File: config.mk
export PLATFORM = sky130hd
export DESIGN_NAME = a2d_spi_resp
export DESIGN_NICKNAME = d
export VERILOG_FILES = /design/src/rtl/a2d_spi_resp.sv
export SDC_FILE = /design/constraint.sdc
export NUM_CORES = 1
export LEC_CHECK = 0
export ABC_AREA = 1
export ABC_CLOCK_PERIOD_IN_PS = 3500
export CAP_MARGIN = 20
export CORE_MARGIN = 4
export CORE_UTILIZATION = 40
export CTS_CLUSTER_DIAMETER = 120
export DETAILED_ROUTE_END_ITERATION = 7
export DONT_BUFFER_PORTS = 1
export PLACE_DENSITY = 0.61
export SLEW_MARGIN = 30
export SYNTH_ARGS = -nofsm -noshare
export SYNTH_HDL_FRONTEND = slang
export SYNTH_SLANG_ARGS = --single-unit
File: constraint.sdc
create_clock -name clk -period 3.5 [get_ports clk]
set_input_delay 0.525 -clock clk [delete_from_list [all_inputs] [get_ports clk]]
set_output_delay 0.525 -clock clk [all_outputs]
set_load 0.02 [all_outputs]
File: src/rtl/a2d_spi_resp.sv
// a2d_spi_resp: SPI mode-0 responder modelling an 8-channel 12-bit A2D.
// Decodes channel commands from MOSI and returns the latched channel's sample on MISO.
//
// Ports:
//   clk, rst          system clock, synchronous active-high reset
//   SS_n, SCLK, MOSI  raw SPI inputs from the link master (oversampled)
//   MISO              registered slave-out data, MSB first, 0 outside a frame
//   chan_data         NUM_CH packed samples, ch k at [DATA_W*k +: DATA_W]
//   cur_chnl          channel latched by the last valid command frame
//   cmd_vld           1-clk pulse when a 16-bit frame completes
//   xfer_err          1-clk pulse when a frame ends with a bit count other than 16
//   busy              high while a frame is being shifted
//
// Build option: define A2D_CH_ID_EN to place the responding channel number
// in response bits [15:13]; otherwise bits [15:12] are zero.

module a2d_spi_resp #(
  parameter int DATA_W  = 12,
  parameter int FRAME_W = 16,
  parameter int NUM_CH  = 8
) (
  input  logic                     clk,
  input  logic                     rst,
  input  logic                     SS_n,
  input  logic                     SCLK,
  input  logic                     MOSI,
  output logic                     MISO,
  input  logic [NUM_CH*DATA_W-1:0] chan_data,
  output logic [2:0]               cur_chnl,
  output logic                     cmd_vld,
  output logic                     xfer_err,
  output logic                     busy
);

  localparam int PAD_W = FRAME_W - DATA_W;
  localparam int CNT_W = $clog2(FRAME_W + 2);

  localparam logic [CNT_W-1:0] CNT_FULL = CNT_W'(FRAME_W);
  localparam logic [CNT_W-1:0] CNT_SAT  = CNT_W'(FRAME_W + 1);

  typedef enum logic [1:0] {
    WAIT_IDLE,
    IDLE,
    SHIFT,
    DONE
  } state_t;

  state_t state;

  // [0],[1] form the synchroniser, [2] is the edge-detect history
  logic [2:0] ss_q;
  logic [2:0] sclk_q;
  logic [2:0] mosi_q;

  logic [FRAME_W-1:0] tx_shft;
  logic [FRAME_W-1:0] rx_shft;
  logic [CNT_W-1:0]   bit_cnt;

  logic ss_fall;
  logic ss_rise;
  logic sclk_rise;
  logic sclk_fall;

  assign ss_fall   =  ss_q[2]   & ~ss_q[1];
  assign ss_rise   = ~ss_q[2]   &  ss_q[1];
  assign sclk_rise = ~sclk_q[2] &  sclk_q[1];
  assign sclk_fall =  sclk_q[2] & ~sclk_q[1];

  logic [DATA_W-1:0] samples [NUM_CH];

  for (genvar k = 0; k < NUM_CH; k++) begin : g_unpack
    assign samples[k] = chan_data[k*DATA_W +: DATA_W];
  end

  logic [DATA_W-1:0]  sel_sample;
  logic [FRAME_W-1:0] tx_load;

  assign sel_sample = samples[cur_chnl];

`ifdef A2D_CH_ID_EN
  assign tx_load = {cur_chnl, {(PAD_W-3){1'b0}}, sel_sample};
`else
  assign tx_load = {{PAD_W{1'b0}}, sel_sample};
`endif

  // Command field positions inside the received frame
  logic [1:0] rx_op;
  logic [2:0] rx_ch;

  assign rx_op = rx_shft[FRAME_W-1 -: 2];
  assign rx_ch = rx_shft[FRAME_W-3 -: 3];

  always_ff @(posedge clk) begin
    if (rst) begin
      state    <= WAIT_IDLE;
      ss_q     <= '0;
      sclk_q   <= '0;
      mosi_q   <= '0;
      tx_shft  <= '0;
      rx_shft  <= '0;
      bit_cnt  <= '0;
      MISO     <= 1'b0;
      cur_chnl <= '0;
      cmd_vld  <= 1'b0;
      xfer_err <= 1'b0;
      busy     <= 1'b0;
    end else begin
      ss_q     <= {ss_q[1:0], SS_n};
      sclk_q   <= {sclk_q[1:0], SCLK};
      mosi_q   <= {mosi_q[1:0], MOSI};
      cmd_vld  <= 1'b0;
      xfer_err <= 1'b0;

      unique case (state)
        // Never join a frame already in flight; wait for SS_n high
        WAIT_IDLE: begin
          MISO <= 1'b0;
          busy <= 1'b0;
          if (ss_q[1]) begin
            state <= IDLE;
          end
        end

        // SCLK edges are not looked at here, so an edge that
        // coincides with the SS_n fall is dropped
        IDLE: begin
          MISO <= 1'b0;
          if (ss_fall) begin
            tx_shft <= tx_load;
            MISO    <= tx_load[FRAME_W-1];
            bit_cnt <= '0;
            busy    <= 1'b1;
            state   <= SHIFT;
          end
        end

        SHIFT: begin
          // MOSI is stable well before the rise, so the
          // older history flop is a safe sample point
          if (sclk_rise) begin
            rx_shft <= {rx_shft[FRAME_W-2:0], mosi_q[2]};
            if (bit_cnt != CNT_SAT) begin
              bit_cnt <= bit_cnt + 1'b1;
            end
          end
          // Zero fill drives MISO low once all bits are out
          if (sclk_fall) begin
            tx_shft <= {tx_shft[FRAME_W-2:0], 1'b0};
            MISO    <= tx_shft[FRAME_W-2];
          end
          // A rise on the same cycle was already counted above
          if (ss_rise) begin
            MISO  <= 1'b0;
            busy  <= 1'b0;
            state <= DONE;
          end
        end

        DONE: begin
          MISO  <= 1'b0;
          state <= IDLE;
          if (bit_cnt == CNT_FULL) begin
            cmd_vld <= 1'b1;
            if (rx_op == 2'b00) begin
              cur_chnl <= rx_ch;
            end
          end else begin
            xfer_err <= 1'b1;
          end
        end

        default: begin
          state <= WAIT_IDLE;
        end
      endcase
    end
  end

endmodule

Word level (Yosys, flattened, before mapping). Cells that the tools add are included.

Register bits after elaboration: 54. Bits in writable memories: 0. Bits in latches: 0. Word-level logic and storage cells: 70. Memories kept: 0. Bits of input ports: 101. Bits in read-only memories: 0.

Multiplexer cells: 22. Reductions and logical operators: 12. Shift-type cells: 0. Multipliers: 0. Divide/modulo/power cells: 0. Order comparisons: 1. Equal/unequal tests: 12. $add $sub $neg: 1. Bitwise logic cells: 10.

Operator list (count): binary-select mux 12 bit (select 3 bit) (1); two-way mux 15 bit (2); case mux 15 bit (2 select lines) (1); two-way mux 12 bit (2); two-way mux 5 bit (3); inequality test 2 bit, second input constant (6); AND reduction 3 bit (4); case mux 5 bit (2 select lines) (1); case mux 2 bit (4 select lines) (1); two-way mux 1 bit (6); two-way mux 2 bit (3); adder 5 x 1 -> 5 bit, second input constant (1); == test 5 bit, second input constant (1); inequality test 5 bit, second input constant (1); inverter 1 bit (5); AND 1 bit (4); == test 2 bit, second input constant (2); greater-or-equal comparator 4 bit, second input constant (1); logical NOT 2 bit (2); inverter 3 -> 4 bit (1); AND reduction 4 bit (1); inequality test 3 bit, second input constant (1); case mux 1 bit (3 select lines) (1); nonzero test 3 bit (1); 6 further kinds (6).

Depth between registers and ports, before layout. Gate-level depths: netlist of run 1.

Depth in word-level cells: 6. Depth in mapped cells: 10. Mapped depth without buffers: 8.

Worst setup path after synthesis of run 1. OpenSTA, ideal clock, no wires.

Path kind: reg2reg. Start point: reg state[0]. End point: reg tx_shft[1]. Data arrival time: 1.317 ns. Path slack: 2.050 ns. Library setup time: 0.133 ns. Data required time: 3.367 ns. Stages on the path, launching flop included: 9. Clock period less this slack: 1.450 ns. Buffers on the path: 2. Cells stage by stage: dfxtp_1 inv_1 ha_1 buf_4 nand2_1 buf_2 nand4_1 nand2_1 a21oi_2.

Cells in the longest elaborated chain, start to end: 3. Elaborated cells between the ends (all ways): 7.

Ends and longest elaborated chain: start: declaration (line 48) `state_t state;`; start signal: assignment (line 95) `state <= WAIT_IDLE;`; start signal: assignment (line 120) `state <= IDLE;`; start signal: assignment (line 133) `state <= SHIFT;`; == test 2 bit / == test 2 x 1 -> 1 bit (equally long branches) (line 114) `unique case (state)`; inequality test 2 bit (no line) / nonzero test 2 bit (equally long branches); AND reduction 3 bit (no line); end signal: assignment (line 129) `tx_shft <= tx_load;`; end signal: assignment (line 148) `tx_shft <= {tx_shft[FRAME_W-2:0], 1'b0};`; end: declaration (line 55) `logic [FRAME_W-1:0] tx_shft;`.

Several ways; a longest one is shown, not always the timed one. A chain may end at the register's enable or synchronous reset.

Worst setup path in the final report of run 1.
Start point: reg state[0]. End point: reg tx_shft[13].

Same word-level chain as after synthesis.

==> results by group, run 1 <==
Logic synthesis
  – Syn_nets: 700
  – Sequential fraction of the synthesis area: 30.33%
  – Syn_area_per_cell: a little over 6 um2
  – Post-synth EDFFs: 0
  – Synth Area in Compound Gates: a little over 8%
  – Synth Area in Simple Gates: 41.45%
  – Primary FF master, synth: dfxtp_1
  – Yosys warns: 0
  – Adder-cell share of the synthesized area: between 2 and 3%
  – Synth Area in XOR/XNOR: less than 1%
  – Main combinational cell family by area after synthesis: simple AND/OR/NAND/NOR gates
  – Async set-reset flop share out of synthesis: 0%
  – #FFs+latches synth: 54
  – Post-Synthesis Cell Area: 0.003565 mm2
  – Post-synthesis cell count: 591
  – Mux cell area share after synthesis: 0%
  – Post-synth cell types: 26

Floorplan
  – Row count: 34
  – Starting Density: 41.08%
  – Die extent in x: 102.4 um
  – Core ar.: slightly below 0.009 mm2
  – IO Pins: approximately 110
  – Die Ht: 102.4 um
  – DIE AREA: between 0.01 and 0.015 mm2

Detailed routing
  – Vias: about 3,400
  – Initial drt markers: between 150 and 200
  – Final wirelength: 8660 um
  – WL/cell: around 13 um
  – DRC viols: 0
  – DR vias/cell: between 5 and 6
  – Initial DRT Pass Iterations: 4
  – Antenna Violating Nets Remaining: 0

Timing
  – Achievable Freq: around 530 MHz
  – Skew final: 0.01048 ns
  – Period utilization: a little over half
  – Max-slew headroom: about half
  – Number of hold violations in the final report: 0
  – RSZ-0062 raised after global routing: no
  – Final setup TNS: 0 ns
  – # setup viols final: 0
  – Max-slew violation count: 0
  – Minimum clock period: 1.892 ns
  – Worst Tran Pin Value: 0.7214 ns

Critical path
  – Crit path DAT: roughly 2.1 ns
  – Worst reg2reg endpoint: tx_shft[13]
  – R2r setup slk: 1.61 ns
  – Most common cell on crit path: inv_1
  – CP Max Fanout: 21
  – Highest-delay cell along the critical path: dfxtp_1
  – Kind of critical path: register to register
  – Worst r2r src: state[0]
  – Critical path's largest stage delay: about 0.34 ns
  – Reg2reg path depth: 9
  – Crit path launch type: register
  – CP endpoint kind: register
  – Crit path required time: approximately 3.7 ns
  – CP cell instances: inv_1 > ha_1 > buf_4 > inv_2 > nand2_4 > nand3_4 > inv_1 > nand3_1 > a21oi_1

Clocking
  – CTS Sinks: 54
  – CTS tree: yes
  – Total CTS buffers: 5
  – CTS Root Cell: clkbuf_8
  – Post_cts resized: 0
  – Skew-Pair Late Insertion Delay: around 0.30 ns
  – CTS clk-pin slew, worst paths: 0.10 ns
  – Setup bufs post-CTS: 0
  – H-tree levels: 2
  – Max clock buf depth: 2
  – Hold buffers post-CTS: 0

Global route
  – GRT overflow: 0
  – Largest net degree at the start of global routing: 49
  – Overall Global Routing Usage: ~16%
  – Initial antenna violation count: 0
  – First-pass GRT wire length: between 10,000 and 15,000 um
  – Vias in the first global route: between 3,000 and 4,000

Min path
  – Hold Path Stages: 1
  – HP Class: input port to register
  – Worst Hold Endpoint: ss_q[0]
  – Hold path startpoint: rst

Pwr
  – Leakage power: 1.711 nW
  – Internal: between 1 and 1.5 mW
  – Sw frac: between 30% and 40%
  – Power share of the combinational group: about a third
  – Seq pwr share: between 40 and 50%
  – Pwr dens: approximately 460 mW/mm2
  – Clk network pwr share: 24.8%
  – Sw Pwr: between 0.6 and 0.7 mW
  – Max rail drop VDD: between 0.15 and 0.2 mV

Final layout
  – Antenna cells: 0
  – Share of layout cells above drive strength 1: under 10%
  – Final Net Count: just under 700
  – Area growth, synth to finish: 1.685%
  – Design area: 0.003625 mm2

Placement
  – Port Buffers: 0
  – Hpwl dp: 6470 um
  – Post-DP Area: between 0.003 and 0.004 mm2
  – Routability cong.: roughly 0.83

Flow run
  – Max-cap violation count: 0

Status
  – Status: completed
power by group through the flow:
stage / Combinational (mW) / Sequential, mW / Clock, mW
2_1_floorplan: 0.484 / 0.723 / 0
3_3_place_gp: 0.530 / 0.733 / 0
3_5_place_dp: 0.542 / 0.736 / 0
4_1_cts: 0.546 / 0.722 / 0.428
5_1_grt: 0.632 / 0.729 / 0.446
6_report: 0.544 / 0.721 / 0.417
worst max path at each step:
stage             start  slack (ns)          end
6_report       state[0]        1.61  tx_shft[13]
5_1_grt        state[0]        1.40   tx_shft[6]
4_1_cts        state[0]        1.60  tx_shft[12]
3_5_place_dp   state[0]        1.63  tx_shft[12]
3_3_place_gp   state[0]        1.74   tx_shft[6]
2_1_floorplan  state[0]        2.05   tx_shft[1]
critical path: cells and delay by family (launching register included):
kind                     cells  cell delay, ns
buffers and inverters        4            0.70
AND/OR/NAND/NOR              3            0.44
AO/OA/AOI/OAI                1            0.13
adder cells (fa/ha/maj)      1            0.22
flip-flops                   1            0.34
layer usage:
layer	track usage [%]	share of wire [%]	up-vias
met4	4.541	1.5	0
met2	26.44	48	69
met3	2.184	4.9	13
li1	-	-	1779
met5	0	0	-
met1	22.15	46	1518
cells by family (layout without fill, tap and decap cells):
family | Yosys count | after routing
fa+ha+maj | 8 | 8
xor+xnor | 1 | 1
flops | 54 | 54
simple gates | 337 | 337
compound gates | 51 | 51
buf+inv | 140 | 116
final cells by class:
class / count / area, um2
Timing Repair Buffer: 4 / 30.03
Clock inverter: 2 / 37.54
Clock buffer: 6 / 72.57
Sequential cell: 54 / 1082
Fill cell: 928 / 5054
Inverter: 104 / 390.4
Multi-Input combinational cell: 397 / 1877
Tap cell: 108 / 135.1
synth_stat cells (2+ instances only):
cell / instances / area share, %
ha_1: 8 / 2.8
nand3_1: 102 / 14
a21oi_1: 35 / 4.9
inv_1: 97 / 10
a21oi_2: 5 / 1.2
buf_2: 17 / 2.4
inv_2: 6 / 0.63
clkbuf_1: 10 / 1.1
buf_4: 2 / 0.42
nor2_1: 20 / 2.1
nand2_2: 2 / 0.35
dfxtp_1: 54 / 30
nand2_1: 193 / 20
o21ai_0: 9 / 1.3
buf_6: 7 / 2.2
nand4_1: 14 / 2.5
cell usage in the layout, fill, tap and decap left out, types with 2 or more instances in the layout:
cell type / count
nand3_1: 102
ha_1: 8
inv_2: 6
nand4_1: 14
a21oi_1: 35
inv_1: 97
o21ai_0: 9
nor2_1: 20
a21oi_2: 5
nand2_1: 193
buf_4: 4
clkbuf_8: 5
nand2_2: 2
dfxtp_1: 53
per-stage QoR:
step / utilization (%) / instances / hold slack [ns] / power, mW / setup WS [ns]
after floorplan: - / 591 / 0.3883 / 1.207 / 2.050
after global placement: 40.50 / 667 / 0.3896 / 1.263 / 1.737
after detailed placement: 40.50 / 667 / 0.3927 / 1.279 / 1.630
after CTS: 41.77 / 675 / 0.2682 / 1.695 / 1.605
after global routing: 41.77 / 675 / 0.2624 / 1.807 / 1.400
final: 41.77 / 675 / 0.2772 / 1.682 / 1.608
state kept, by name, summed over array words and instances, names as in the netlist, 2 cells and up:
| name | cells |
|---|---|
| bit_cnt | 5 |
| cur_chnl | 3 |
| mosi_q | 3 |
| rx_shft | 16 |
| sclk_q | 3 |
| ss_q | 3 |
| state | 2 |
| tx_shft | 15 |
No activity file was read; power rests on OpenSTA's default activity.
==> run 2, diff against run 1 <==
- ABC_CLOCK_PERIOD_IN_PS: 3500 -> 1900
- clock period: 3.5 -> 1.9 ns (I/O delays scaled with it)
==> run 2 against run 1 <==
Against the previous run:
- total power is 81% higher
- setup slack worse by 1.4 ns
- cell area is 1.9% higher
- sequential share of layout area is 0.57 points lower
- non-clock buffer count is 7 higher
- clock power is 66% higher
- core utilization is 0.81 points higher
- largest cell class unchanged
- highest routed layer unchanged
==> results by group, run 2 (synthesis results as in run 1) <==
Timing
  – # setup viols final: 0
  – Period utilization: between 90% and 100%
  – Max-slew headroom: between 60% and 70%
  – Minimum clock period: roughly 1.7 ns
  – Final setup TNS: 0 ns
  – Max-slew violation count: 0
  – Number of hold violations in the final report: 0
  – Skew final: 0.009326 ns
  – RSZ-0062 raised after global routing: no
  – Worst Tran Pin Value: about 0.47 ns
  – Achievable Freq: 577.3 MHz

Critical path
  – CP endpoint kind: register
  – Crit path required time: about 2.2 ns
  – Kind of critical path: register to register
  – Critical path's largest stage delay: between 0.4 and 0.5 ns
  – CP Max Fanout: 11
  – CP top delay family: simple AND/OR/NAND/NOR gates
  – CP cell instances: inv_1 > ha_1 > inv_2 > nor3_4 > nand3_1 > a21oi_2
  – Highest-delay cell along the critical path: nor3_4
  – Crit path launch type: register
  – WP buf/inv: 2
  – Crit path DAT: just under 2 ns

Pwr
  – Leakage power: 1.754 nW
  – Internal: 1.899 mW
  – Power share of the combinational group: between 30% and 40%
  – Sw Pwr: around 1.1 mW
  – Seq pwr share: between 40% and 50%
  – Overall power: slightly above 3 mW
  – Clk network pwr share: 22.8%
  – Max rail drop VDD: 0.4427 mV
  – Pwr dens: approximately 800 mW/mm2
  – Sw frac: a little under two fifths

Floorplan
  – DIE AREA: 0.01049 mm2
  – Die Ht: approximately 100 um
  – Starting Density: between 40 and 50%
  – Row count: 34
  – Core ar.: ~0.0087 mm2
  – IO Pins: 108
  – Die extent in x: 102.4 um

Final layout
  – Max FFs per register: 16
  – Commonest cells after routing, fill and taps aside: nand2_1 (192), nand3_1 (102), inv_1 (97), dfxtp_1 (53), a21oi_1 (35)
  – Largest regs: rx_shft (16), tx_shft (15), bit_cnt (5)
  – Area growth, synth to finish: 3.650%
  – Biggest register: rx_shft
  – Commonest non-fill, non-tap cell in the layout: nand2_1
  – Final Net Count: approximately 700
  – Non-Filler Instances: around 680
  – Antenna cells: 0
  – Share of layout cells above drive strength 1: about 7.1%
  – Design area: 0.003695 mm2

Detailed routing
  – Antenna Violating Nets Remaining: 0
  – DRC viols: 0
  – DR vias/cell: between 5 and 6
  – Initial DRT Pass Iterations: 4
  – WL/cell: 12.65 um
  – Initial drt markers: approximately 150
  – Final wirelength: approximately 8600 um
  – Vias: roughly 3,400

Placement
  – Routability cong.: approximately 0.82
  – Port Buffers: 0
  – Placed cell count: approximately 670
  – Post-DP Area: 0.003592 mm2
  – Hpwl dp: roughly 6500 um

Clocking
  – Max clock buf depth: 2
  – Skew-Pair Late Insertion Delay: 0.31 ns
  – H-tree levels: 2
  – Setup bufs post-CTS: 0
  – CTS clk-pin slew, worst paths: between 0.1 and 0.15 ns
  – CTS Sinks: 54
  – CTS tree: yes
  – Total CTS buffers: 5
  – CTS Root Cell: clkbuf_8

Min path
  – HP Class: input port to register

Global route
  – Initial antenna violation count: 0
  – Overall Global Routing Usage: 16.36%
  – Largest net degree at the start of global routing: a little under 50
  – GRT overflow: 0
  – Vias in the first global route: about 3,200
  – First-pass GRT wire length: ~14,000 um

Status
  – Status: completed

Flow run
  – Max-cap violation count: 0
-- run 2: per-stage QoR --
step / setup WS, ns / hold slack, ns / util [%]
floorplan: 0.4497 / 0.3883 / -
global placement: 0.04867 / 0.3561 / 41.39
detailed placement: 0.0008447 / 0.3560 / 41.39
CTS: 0.1141 / 0.01634 / 42.55
global route: 0.05030 / 0.006770 / 42.58
finish: 0.1679 / 0.02439 / 42.58
-- run 2: path summary, 6_finish.rpt --
path / slack, ns / start / cells after the start / endpoint
max: 0.17 / state[1] / 6 / tx_shft[11]
min: 0.02 / rst / 1 / rx_shft[10]
max reg2reg: 0.17 / state[1] / 6 / tx_shft[11]
min reg2reg: 0.41 / mosi_q[0] / 2 / mosi_q[1]
-- run 2: worst reg2reg max path, cell delays in order (launching register included) --
cell and delay [ns]:
dfxtp_1 0.36, inv_1 0.11, ha_1 0.30, inv_2 0.11, nor3_4 0.45, nand3_1 0.21
a21oi_2 0.15
-- run 2: repair_timing --
| item | CTS | global route |
|---|---|---|
| setup endpoints to repair | 2 | 5 |
| hold buffers | 0 | 0 |
| resized for setup | 1 | 1 |
-- run 2: cell type report --
class,instances,area [um2]
clock buffers,5,68.82
flip-flops and latches,54,1082
clock inverters,3,28.78
well taps,108,135.1
repair buffers,11,107.6
inverters,104,390.4
fillers,956,4984
multi-input cells,397,1882
-- run 2: power by group through the flow --
stage	registers, mW	logic, mW	clock network [mW]
floorplan	1.33	0.892	0
global placement	1.35	1.01	0
detailed placement	1.35	1.03	0
CTS	1.33	1.03	0.710
global route	1.34	1.18	0.754
finish	1.33	1.02	0.692
-- run 2: layer usage --
layer	global-route usage (%)	up-vias	wire length (um)
met5	0	-	0
met4	3.835	0	82
met3	2.457	9	477
met2	28.79	78	4322
met1	21.08	1538	3742
li1	-	1795	-
==> run 3, diff against run 2 <==
- GPL_TIMING_DRIVEN: unset -> 0
- SLEW_MARGIN: 30 -> 20
==> run 3 against run 2 <==
Against the previous run:
- critical path depth grew 1
- hold slack better by 0.044 ns
- clock power is 20% higher
- non-clock buffer count increased by 25
- cell count rose by 3.7%
- sequential share of layout area shrank 1.0 points
==> results by group, run 3 (synthesis results as in run 1) <==
Global route
  – Largest net degree at the start of global routing: 18
  – Initial antenna violation count: 0
  – Overall Global Routing Usage: 18.35%
  – Vias in the first global route: 3,309
  – First-pass GRT wire length: between 15,000 and 20,000 um
  – GRT overflow: 0

Clocking
  – H-tree levels: 2
  – Post_cts resized: 0
  – Skew-Pair Late Insertion Delay: 0.31 ns
  – Max clock buf depth: 2
  – CTS clk-pin slew, worst paths: roughly 0.1 ns
  – CTS tree: yes
  – CTS Root Cell: clkbuf_8
  – Hold buffers post-CTS: 0
  – Total CTS buffers: 5
  – CTS Sinks: between 50 and 60
  – Setup bufs post-CTS: 0

Pwr
  – Max rail drop VDD: roughly 0.37 mV
  – Leakage power: about 1.8 nW
  – Seq pwr share: around two fifths
  – Internal: approximately 2.1 mW
  – Sw frac: roughly 37%
  – Power share of the combinational group: 34.1%
  – Clk network pwr share: between 20% and 30%
  – Sw Pwr: ~1.2 mW
  – Pwr dens: ~850 mW/mm2

Final layout
  – Biggest register: rx_shft
  – Utilization after layout: 44.03%
  – Fillers: around 1,000
  – Antenna cells: 0
  – Commonest cells after routing, fill and taps aside: nand2_1 (193), nand3_1 (102), inv_1 (97), dfxtp_1 (54), a21oi_1 (35)
  – Final Net Count: approximately 710
  – Max FFs per register: 16
  – Area growth, synth to finish: 7.195%
  – Commonest non-fill, non-tap cell in the layout: nand2_1
  – Largest regs: rx_shft (16), tx_shft (15), bit_cnt (5)
  – Non-Filler Instances: slightly above 700
  – Share of layout cells above drive strength 1: under 10%

Detailed routing
  – DRC viols: 0
  – Initial DRT Pass Iterations: 4
  – Final wirelength: 9718 um
  – Antenna Violating Nets Remaining: 0
  – Initial drt markers: 198
  – Vias: 3,565
  – DR vias/cell: 5.042
  – WL/cell: ~14 um

Min path
  – Hold path startpoint: SS_n
  – HP Class: input port to register

Placement
  – Hpwl dp: ~7600 um
  – Placed cell count: between 600 and 700
  – Routability cong.: 0.8270
  – Port Buffers: 0
  – DP Worst Slack: 0.1807 ns

Floorplan
  – Row count: 34
  – Starting Density: between 40% and 50%
  – DIE AREA: around 0.010 mm2
  – Core ar.: between 0.008 and 0.009 mm2
  – IO Pins: ~110
  – Die Ht: just over 100 um
  – Die extent in x: between 100 and 150 um

Flow run
  – Max-cap violation count: 0

Timing
  – Minimum clock period: around 1.7 ns
  – Skew final: 0.006838 ns
  – Hold_ws: just under 0.07 ns
  – Max-slew headroom: between 50% and 60%
  – Worst Tran Pin Value: between 0.6 and 0.7 ns
  – Achievable Freq: slightly below 600 MHz
  – # setup viols final: 0
  – Final setup TNS: 0 ns
  – Max-slew violation count: 0
  – Number of hold violations in the final report: 0
  – Setup ws final: between 0.15 and 0.2 ns
  – Period utilization: between 90% and 100%
  – RSZ-0062 raised after global routing: no

Critical path
  – Worst r2r src: cur_chnl[0]
  – Crit path required time: between 2 and 2.5 ns
  – CP Max Fanout: 10
  – Crit path DAT: 1.91 ns
  – CP startpoint: cur_chnl[0]
  – Crit path launch type: register
  – CP endpoint kind: register
  – Kind of critical path: register to register

Status
  – Status: completed
==> run 3: power groups by stage <==
| stage | logic, mW | clock network [mW] | registers [mW] |
|---|---|---|---|
| 2_1_floorplan | 0.892 | 0 | 1.33 |
| 3_3_place_gp | 1.08 | 0 | 1.35 |
| 3_5_place_dp | 1.11 | 0 | 1.35 |
| 4_1_cts | 1.12 | 0.844 | 1.32 |
| 5_1_grt | 1.28 | 0.890 | 1.34 |
| 6_report | 1.12 | 0.827 | 1.32 |
==> run 3: final cells by class <==
cell class              instances  area, um2  share of cell area [%]
clock buffers                   6      82.58                   2.161
inverters                     104      390.4                   10.22
flip-flops and latches         54       1081                   28.29
multi-input cells             397       1877                   49.12
clock inverters                 2      38.79                   1.015
plain buffers                  36      216.5                   5.665
well taps                     108      135.1                   3.536
==> run 3: worst paths after layout <==
kind | endpoint | cells after the start | slack, ns
setup reg to reg | tx_shft[2] | 7 | 0.17
hold reg to reg | sclk_q[1] | 2 | 0.41
hold / removal | ss_q[0] | 2 | 0.07
setup / recovery | tx_shft[2] | 7 | 0.17
==> run 3: per-layer routing <==
metal	global-route usage (%)	up-vias	part of all wire, %
li1	-	1843	-
met5	0	-	0
met3	3.481	8	4.5
met1	24.55	1645	46
met4	3.835	0	1.1
met2	30.88	69	48
==> run 3: through the flow <==
stage	cell area, um2	power, mW
2_1_floorplan	3565	2.223
3_3_place_gp	3700	2.427
3_5_place_dp	3700	2.464
4_1_cts	3821	3.286
5_1_grt	3821	3.510
6_report	3821	3.267
==> run 3: worst max-delay path, cell delays in order (launching register included) <==
cell and delay [ns]:
dfxtp_1 0.48, buf_4 0.19, clkbuf_1 0.38, nand2_1 0.10
nand3_1 0.11, nand3_1 0.14, nand3_1 0.15, a21oi_2 0.06
